==> src/rtl/cdb_arbiter.sv <==
// Common data bus arbiter: two per-source result FIFOs (ALU, LSB) sharing one registered broadcast port.
// Optional build macro CDB_FIXED_PRIO_EN gives the LSB head fixed priority instead of round-robin.

module cdb_result_fifo #(
  parameter int LAB_WIDTH = 4,
  parameter int VAL_WIDTH = 32,
  parameter int DEPTH     = 2
) (
  input  logic                 clk,
  input  logic                 rst_in,
  input  logic                 clear,
  input  logic                 push,
  input  logic [LAB_WIDTH-1:0] push_lab,
  input  logic [VAL_WIDTH-1:0] push_val,
  input  logic                 pop,
  output logic                 full,
  output logic                 nonempty,
  output logic [LAB_WIDTH-1:0] head_lab,
  output logic [VAL_WIDTH-1:0] head_val
);
  localparam int PTR_W = (DEPTH > 1) ? $clog2(DEPTH) : 1;
  localparam int CNT_W = $clog2(DEPTH + 1);
  localparam logic [CNT_W-1:0] DEPTH_C = CNT_W'(DEPTH);

  logic [LAB_WIDTH-1:0] lab_mem_r [DEPTH];
  logic [VAL_WIDTH-1:0] val_mem_r [DEPTH];
  logic [PTR_W-1:0]     wr_ptr_r;
  logic [PTR_W-1:0]     rd_ptr_r;
  logic [CNT_W-1:0]     cnt_r;

  assign full     = (cnt_r == DEPTH_C);
  assign nonempty = (cnt_r != CNT_W'(0));
  assign head_lab = lab_mem_r[rd_ptr_r];
  assign head_val = val_mem_r[rd_ptr_r];

  // Pointer and occupancy bookkeeping; pointers wrap naturally since DEPTH is a power of two.
  always_ff @(posedge clk or negedge rst_in) begin
    if (!rst_in) begin
      wr_ptr_r <= '0;
      rd_ptr_r <= '0;
      cnt_r    <= '0;
    end else if (clear) begin
      wr_ptr_r <= '0;
      rd_ptr_r <= '0;
      cnt_r    <= '0;
    end else begin
      if (push) wr_ptr_r <= wr_ptr_r + PTR_W'(1);
      if (pop)  rd_ptr_r <= rd_ptr_r + PTR_W'(1);
      if (push && !pop)      cnt_r <= cnt_r + CNT_W'(1);
      else if (!push && pop) cnt_r <= cnt_r - CNT_W'(1);
      else                   cnt_r <= cnt_r;
    end
  end

  // Entry storage; contents are only meaningful while counted as occupied.
  always_ff @(posedge clk) begin
    if (push) begin
      lab_mem_r[wr_ptr_r] <= push_lab;
      val_mem_r[wr_ptr_r] <= push_val;
    end
  end
endmodule

module cdb_arbiter #(
  parameter int VAL_WIDTH = 32,
  parameter int LAB_WIDTH = 4,
  parameter int DEPTH     = 2
) (
  input  logic                 clk,
  input  logic                 rst_in,
  input  logic                 rdy_in,
  input  logic                 flush,
  input  logic                 alu_valid,
  input  logic [LAB_WIDTH-1:0] alu_lab,
  input  logic [VAL_WIDTH-1:0] alu_val,
  output logic                 alu_ready,
  input  logic                 lsb_valid,
  input  logic [LAB_WIDTH-1:0] lsb_lab,
  input  logic [VAL_WIDTH-1:0] lsb_val,
  output logic                 lsb_ready,
  output logic                 cdb_en,
  output logic [LAB_WIDTH-1:0] cdb_lab,
  output logic [VAL_WIDTH-1:0] cdb_val,
  output logic                 cdb_src
);
  logic                 clear_s;
  logic                 alu_push_s, lsb_push_s;
  logic                 alu_full_s, lsb_full_s;
  logic                 alu_ne_s, lsb_ne_s;
  logic                 grant_alu_s, grant_lsb_s;
  logic [LAB_WIDTH-1:0] alu_head_lab_s, lsb_head_lab_s;
  logic [VAL_WIDTH-1:0] alu_head_val_s, lsb_head_val_s;

  assign clear_s    = rdy_in && flush;
  assign alu_ready  = rdy_in && !alu_full_s;
  assign lsb_ready  = rdy_in && !lsb_full_s;
  // Label 0 means "no tag", so such results are dropped rather than queued.
  assign alu_push_s = rdy_in && !flush && alu_valid && !alu_full_s && (alu_lab != '0);
  assign lsb_push_s = rdy_in && !flush && lsb_valid && !lsb_full_s && (lsb_lab != '0);

  cdb_result_fifo #(.LAB_WIDTH(LAB_WIDTH), .VAL_WIDTH(VAL_WIDTH), .DEPTH(DEPTH)) u_alu_fifo (
    .clk(clk), .rst_in(rst_in), .clear(clear_s), .push(alu_push_s), .push_lab(alu_lab),
    .push_val(alu_val), .pop(grant_alu_s), .full(alu_full_s), .nonempty(alu_ne_s),
    .head_lab(alu_head_lab_s), .head_val(alu_head_val_s)
  );

  cdb_result_fifo #(.LAB_WIDTH(LAB_WIDTH), .VAL_WIDTH(VAL_WIDTH), .DEPTH(DEPTH)) u_lsb_fifo (
    .clk(clk), .rst_in(rst_in), .clear(clear_s), .push(lsb_push_s), .push_lab(lsb_lab),
    .push_val(lsb_val), .pop(grant_lsb_s), .full(lsb_full_s), .nonempty(lsb_ne_s),
    .head_lab(lsb_head_lab_s), .head_val(lsb_head_val_s)
  );

`ifdef CDB_FIXED_PRIO_EN
  // Fixed priority: the LSB head wins whenever it is present.
  always_comb begin
    grant_alu_s = 1'b0;
    grant_lsb_s = 1'b0;
    if (rdy_in && !flush) begin
      if (lsb_ne_s)      grant_lsb_s = 1'b1;
      else if (alu_ne_s) grant_alu_s = 1'b1;
      else               grant_lsb_s = 1'b0;
    end else begin
      grant_alu_s = 1'b0;
    end
  end
`else
  logic last_grant_r;  // 1 = LSB granted most recently

  // Round-robin: on contention grant the source that did not win last time.
  always_comb begin
    grant_alu_s = 1'b0;
    grant_lsb_s = 1'b0;
    if (rdy_in && !flush) begin
      if (alu_ne_s && lsb_ne_s) begin
        if (last_grant_r) grant_alu_s = 1'b1;
        else              grant_lsb_s = 1'b1;
      end else if (alu_ne_s) begin
        grant_alu_s = 1'b1;
      end else if (lsb_ne_s) begin
        grant_lsb_s = 1'b1;
      end else begin
        grant_alu_s = 1'b0;
      end
    end else begin
      grant_alu_s = 1'b0;
    end
  end

  // Round-robin history; held while frozen, returned to LSB on flush.
  always_ff @(posedge clk or negedge rst_in) begin
    if (!rst_in)          last_grant_r <= 1'b1;
    else if (clear_s)     last_grant_r <= 1'b1;
    else if (grant_alu_s) last_grant_r <= 1'b0;
    else if (grant_lsb_s) last_grant_r <= 1'b1;
    else                  last_grant_r <= last_grant_r;
  end
`endif

  // Broadcast register: cdb_en drops whenever nothing is granted so a result is never sent twice.
  always_ff @(posedge clk or negedge rst_in) begin
    if (!rst_in) begin
      cdb_en  <= 1'b0;
      cdb_lab <= '0;
      cdb_val <= '0;
      cdb_src <= 1'b0;
    end else if (grant_alu_s) begin
      cdb_en  <= 1'b1;
      cdb_lab <= alu_head_lab_s;
      cdb_val <= alu_head_val_s;
      cdb_src <= 1'b0;
    end else if (grant_lsb_s) begin
      cdb_en  <= 1'b1;
      cdb_lab <= lsb_head_lab_s;
      cdb_val <= lsb_head_val_s;
      cdb_src <= 1'b1;
    end else begin
      cdb_en  <= 1'b0;
    end
  end
endmodule

==> config.mk <==
export PLATFORM = sky130hd
export DESIGN_NAME = cdb_arbiter
export DESIGN_NICKNAME = d
export VERILOG_FILES = /design/src/rtl/cdb_arbiter.sv
export SDC_FILE = /design/constraint.sdc
export NUM_CORES = 1
export LEC_CHECK = 0
export ABC_AREA = 1
export BUFFER_PORTS_ARGS = -buffer_cell sky130_fd_sc_hd__buf_4
export CAP_MARGIN = 40
export CORE_UTILIZATION = 61
export DETAILED_ROUTE_END_ITERATION = 8
export PLACE_DENSITY_LB_ADDON = 0.2
export SLEW_MARGIN = 20
export SYNTH_ARGS = -nofsm -noshare
export SYNTH_HDL_FRONTEND = slang
export SYNTH_HIERARCHICAL = 1
export SYNTH_SLANG_ARGS = --single-unit
==> constraint.sdc <==
create_clock -name clk -period 6.8 [get_ports clk]
set_input_delay 0 -clock clk [delete_from_list [all_inputs] [get_ports clk]]
set_output_delay 0 -clock clk [all_outputs]
set_load 0.05 [all_outputs]
# [Word-level counts from Yosys, hierarchy flattened]
# Memories as Yosys holds them, arrays and structs flattened.
# Index checks and enable logic that the tools add are counted.
# Widths: inputs -> output; s select.
[totals] reg_bits=47 mem_bits_rw=144 in_bits=78 out_inout_bits=40 elab_cells=95 n_memories=4
[op_classes] addsub=8 n_eq_ne=2 muxes=36 n_reduce_logical=34
[mem_list] name="u_alu_fifo.val_mem_r" words=2 width=32 read_ports=1 rd_clocked_by_memory_dff=0 write_ports=1 line="26" rtl="logic [VAL_WIDTH-1:0] val_mem_r [DEPTH];"
[mem_list] name="u_lsb_fifo.val_mem_r" words=2 width=32 read_ports=1 rd_clocked_by_memory_dff=0 write_ports=1 line="26"
[mem_list] name="u_alu_fifo.lab_mem_r" words=2 width=4 read_ports=1 rd_clocked_by_memory_dff=0 write_ports=1 line="25" rtl="logic [LAB_WIDTH-1:0] lab_mem_r [DEPTH];"
[mem_list] name="u_lsb_fifo.lab_mem_r" words=2 width=4 read_ports=1 rd_clocked_by_memory_dff=0 write_ports=1 line="25"
[ops] operator="$mux 32" n=2
[ops] operator="$mux 1" n=26
[ops] operator="$logic_and 1x1->1" n=15
[ops] operator="$reduce_bool 2->1" n=7
[ops] operator="$mux 2" n=6
[ops] operator="$reduce_bool 3->1" n=3
[ops] operator="$mux 4" n=2
[ops] operator="$reduce_bool 4->1" n=2
[ops] operator="$logic_not 1->1" n=7
[ops] operator="$add 1x1->1 const B" n=4
[ops] operator="$add 2x1->2 const B" n=2
[ops] operator="$eq 2x2->1 const B" n=2
[ops] operator="$sub 2x1->2 const B" n=2

# [Depth between registers and ports, before layout]
[logic_depth] word_depth=10 ltp_mapped=13 ltp_nobuf=11

# [Cells and area by module]
# Netlist, hierarchy kept.
[modules_own_cells] module="cdb_result_fifo" instances=2 cells_per_inst=145 area_per_inst_um2=2900.3 seq_area_each_um2=2262.2
[modules_own_cells] module="cdb_arbiter" instances=1 cells_per_inst=339 area_per_inst_um2=2342.2 seq_area_each_um2=977.2

# [Least setup slack after synthesis]
# OpenSTA, ideal clock, no wires.
[synth_path] path_type="flip-flop to flip-flop" startpoint="reg u_alu_fifo.cnt_r[0]" endpoint="mem u_alu_fifo.lab_mem_r[0][0] (enable)" setup_ns=0.429 arrival_ns=2.449 required_time_ns=6.371 setup_slack_ns=3.922 stages_incl_launch_ff=8 path_buffers=0 synth_period_minus_slack_ns=2.878 cell_sequence="dfrtp_1 -> inv_1 -> nand2_1 -> inv_1 -> nand3b_1 -> nor2_1 -> inv_1 -> nor2_1"
[synth_via] elab_chain_len=6
[synth_rtl] item="start, declared" line="29" rtl="logic [CNT_W-1:0] cnt_r;"
[synth_rtl] item="start signal, assigned" line="49" rtl="if (push && !pop) cnt_r <= cnt_r + CNT_W'(1);"
[synth_rtl] item="start signal, assigned" line="50" rtl="else if (!push && pop) cnt_r <= cnt_r - CNT_W'(1);"
[synth_rtl] item="start signal, assigned" line="51" rtl="else cnt_r <= cnt_r;"
[synth_rtl] item="$eq 2x2->1" line="31" rtl="assign full = (cnt_r == DEPTH_C);"
[synth_rtl] item="via alu_full_s" line="88" rtl="logic alu_full_s, lsb_full_s;"
[synth_rtl] item="$logic_not 1->1" line="98" rtl="assign alu_push_s = rdy_in && !flush && alu_valid && !alu_full_s && (alu_lab != '0);"
[synth_rtl] item="$logic_and 1x1->1 (2 in a row)" line="98"
[synth_rtl] item="via alu_push_s" line="87" rtl="logic alu_push_s, lsb_push_s;"
[synth_rtl] item="$mux 1" line="57" rtl="if (push) begin"
[synth_rtl] item="$mux 1 (not written as such)" line="58" rtl="lab_mem_r[wr_ptr_r] <= push_lab;"
[synth_rtl] item="end, declared" line="25"
# The timed path passes the listed nets, and every way through them passes these cells.

# [Worst setup path after layout]
[layout_path] startpoint="reg u_lsb_fifo.cnt_r[0]" endpoint="reg u_alu_fifo.cnt_r[1]"
[layout_via] elab_chain_len=8 word_cells_on_any_way=10 cone_classes="mux (4); reduce/logical (6)"
[layout_rtl] item="start, declared" line="29"
[layout_rtl] item="start signal, assigned" line="49"
[layout_rtl] item="start signal, assigned" line="50"
[layout_rtl] item="start signal, assigned" line="51"
[layout_rtl] item="$reduce_bool 2->1 *" line="32" rtl="assign nonempty = (cnt_r != CNT_W'(0));"
[layout_rtl] item="via lsb_ne_s" line="89" rtl="logic alu_ne_s, lsb_ne_s;"
[layout_rtl] item="$logic_and 1x1->1 *" line="134" rtl="if (alu_ne_s && lsb_ne_s) begin"
[layout_rtl] item="$mux 1 *" line="134"
[layout_rtl] item="$mux 1 *" line="133" rtl="if (rdy_in && !flush) begin"
[layout_rtl] item="via grant_alu_s" line="90" rtl="logic grant_alu_s, grant_lsb_s;"
[layout_rtl] item="$logic_not 1->1" line="49"
[layout_rtl] item="$logic_and 1x1->1" line="49"
[layout_rtl] item="$mux 2" line="49"
[layout_rtl] item="$mux 2" line="42" rtl="end else if (clear) begin"
# The timed path passes the listed nets; every way through them passes the cells marked *.
# A chain may end at the register's enable or synchronous reset.

==> flow_summary.yaml <==
min_path:
  worstHoldStart: "alu_valid"
  hp-class: "in -> reg"
route:
  vias_per_cell: 5.51
  wirelength_um: 18000
  drc_errors: 0
  num_vias: 5529
  drtAntennaViolNets: 0
  drtIter0Drc: 537
  wl_per_cell_um: 18.0
  dr.pass1.iters: 5
floorplanning:
  io_pins: 118
  die_x_um: 118
  start_util_pct: 63.5
  rows: 41
  core_mm2: 0.0128
  die_area_mm2: 0.0138
  die_h_um: 118
yosys:
  syn_area_per_cell_um2: 12.9
  synth_fp_nets: 709
  synthCells: 629
  synth_top_area_share_pct: 53.1
  ys.warnings.count: 6
  netlist_area_mm2: 0.00814
  synth_edf_count: 144
  synth_cell_types: 25
  synthTopCellsByArea: "edfxtp_1 (53%), dfrtp_1 (14%), mux2_4 (6.6%)"
  synth-async-reset-ratio_pct: 24.6
  ys_seq_elements: 191
  ys_seq_area_share_pct: 67.6
  ys_dominant_reg_cell: "edfxtp_1"
  yosysTopAreaCell: "edfxtp_1"
clocking:
  cts.sinks: 191
  cts_buffers: 17
  cts_root_buf: "clkbuf_16"
  cts_resized: 0
  cts_tree: "yes"
  cts_buffer_depth: 2
  post_cts_buffers: 0
  clock_latency_ns: 0.43
  htree_levels: 4
  clk_pin_slew_ns: 0.07
worst_setup_path:
  required_ns: 7.18
  crit_path_max_fanout: 38
  cp-start-kind: "register"
  regToRegStartpoint: "u_lsb_fifo/cnt_r[0]$_DFFE_PN0P_"
  arrival_ns: 3.45
  rrSetupSlack_ns: 3.73
  worstSetupEndpointType: "register"
  criticalPathCategory: "reg -> reg"
  critPathLaunch: "u_lsb_fifo/cnt_r[0]$_DFFE_PN0P_"
finish:
  final_cell_mix: "edfxtp_1 (144), nand2_1 (135), buf_4 (120)"
  final_nets: 898
  final_util_pct: 81.8
  antennaDiodeCount: 0
  fin_cells: 1003
  final_area_mm2: 0.0105
  drive_above_1_share_pct: 28.8
  final_common_cell: "edfxtp_1"
  syn_to_final_growth_pct: 28.8
sta:
  period_share_pct: 45.2
  setup_tns_ns: 0
  setup-violations-final: 0
  tightest_slew_ns: 0.835
  rsz0062_at_grt: "no"
  worst_slack_ns: 3.73
  fin_skew_ns: 0.00772
  min_period_ns: 3.07
  drv_slew: 0
  fmax_mhz: 326
  hold_viol: 0
  slew_headroom_pct: 44.3
place:
  place.gp.congestion: 0.959
  numPortBuffers: 117
  preCtsSetupSlack_ns: 3.86
  dp.cells: 896
  dpl.hpwl_um: 11200
  place_area_mm2: 0.00916
run_status:
  status: "finished, final reports clean"
pwr:
  power_leakage_nw: 4.63
  vdd_ir_drop_max_mv: 0.237
  p_per_area_mw_per_mm2: 378
global_routing:
  antenna_found_initial: 0
  grt_use_total_pct: 27.6
  grt_start_max_net_pins: 48
  grt_pass1_wl_um: 28500
  grt_pass1_vias: 5593
  overflow: 0
job:
  drv_cap: 0
final timing paths:
kind,cells after the start,end
worst max-delay path,11,u_alu_fifo/cnt_r[1]$_DFFE_PN0P_
max in group asynchronous,2,u_alu_fifo/rd_ptr_r$_DFFE_PN0P_
min in group asynchronous,2,cdb_val[18]$_DFFE_PN0P_
worst max register to register,11,u_alu_fifo/cnt_r[1]$_DFFE_PN0P_
worst min-delay path,5,u_alu_fifo/wr_ptr_r$_DFFE_PN0P_
worst min register to register,2,cdb_val[25]$_DFFE_PN0P_
repair_timing:
item                                    CTS  global route
hold endpoints to repair                192             0
hold buffers                             75             0
endpoints found under the setup margin    0             0
power breakdown:
part / total, W / switching (W) / internal (W)
Combinational: 0.00141 / 0.000874 / 0.000540
Clock: 0.000975 / 0.000425 / 0.000551
Sequential: 0.00157 / 0.000149 / 0.00142
critical path, cell delays in order, from the launching register on:
cell	delay, ns
dfrtp_1	0.41
inv_1	0.11
nand2_1	0.12
nand2_2	0.52
nand3_2	0.80
inv_1	0.33
inv_1	0.10
ha_1	0.31
inv_1	0.04
nor2_1	0.12
nand2_1	0.07
nand2_1	0.07
synthesized netlist by cell type (2+ instances only):
cell type and n:
mux2_4 36, nand2_1 135, buf_2 14, a21oi_1 2
nor4_1 2, mux2_2 36, nand3_1 42, nand3b_1 2
inv_2 2, nand4_1 36, buf_6 11, nor3_1 2
inv_1 93, ha_1 2, buf_4 4, edfxtp_1 144
o21bai_1 2, nor2_1 12, dfrtp_1 46
layout make-up:
cell class                 count  area (um^2)
timing repair buffer         200         1760
fill                         720         2340
clock buffer                  18          439
clock inverter                14          140
tap                          172          215
multi-input combinational    313         2070
inverter                      95          357
sequential                   191         5500
flip-flops by register name, summed over array words and instances (netlist names), 2 cells and up:
name,count
u_alu_fifo/val_mem_r,64
u_lsb_fifo/val_mem_r,64
cdb_val,32
u_alu_fifo/lab_mem_r,8
u_lsb_fifo/lab_mem_r,8
cdb_lab,4
u_alu_fifo/cnt_r,2
u_lsb_fifo/cnt_r,2
routing by layer:
metal,up-vias,share of wire [%],global-route usage (%)
li1,2521,-,-
met1,2671,38,32.0
met2,285,53,48.6
met5,-,0,0
met4,0,3.2,14.0
met3,52,6.2,5.81
logic make-up after synthesis:
family | synth area share, %
AO/OA/AOI/OAI | 0.415
adder cells (fa/ha/maj) | 0.307
buffers and inverters | 7.18
flip-flops | 67.6
multiplexers | 11.6
AND/OR/NAND/NOR | 12.9
per-stage QoR:
step | hold WS (ns) | power, W
3_3_place_gp | 0.0558 | 0.00287
3_5_place_dp | 0.0662 | 0.00295
5_1_grt | 0.107 | 0.00412
2_1_floorplan | -0.296 | 0.00257
4_1_cts | 0.0443 | 0.00395
6_report | 0.0609 | 0.00396
Power figures use the tool's default switching activity.
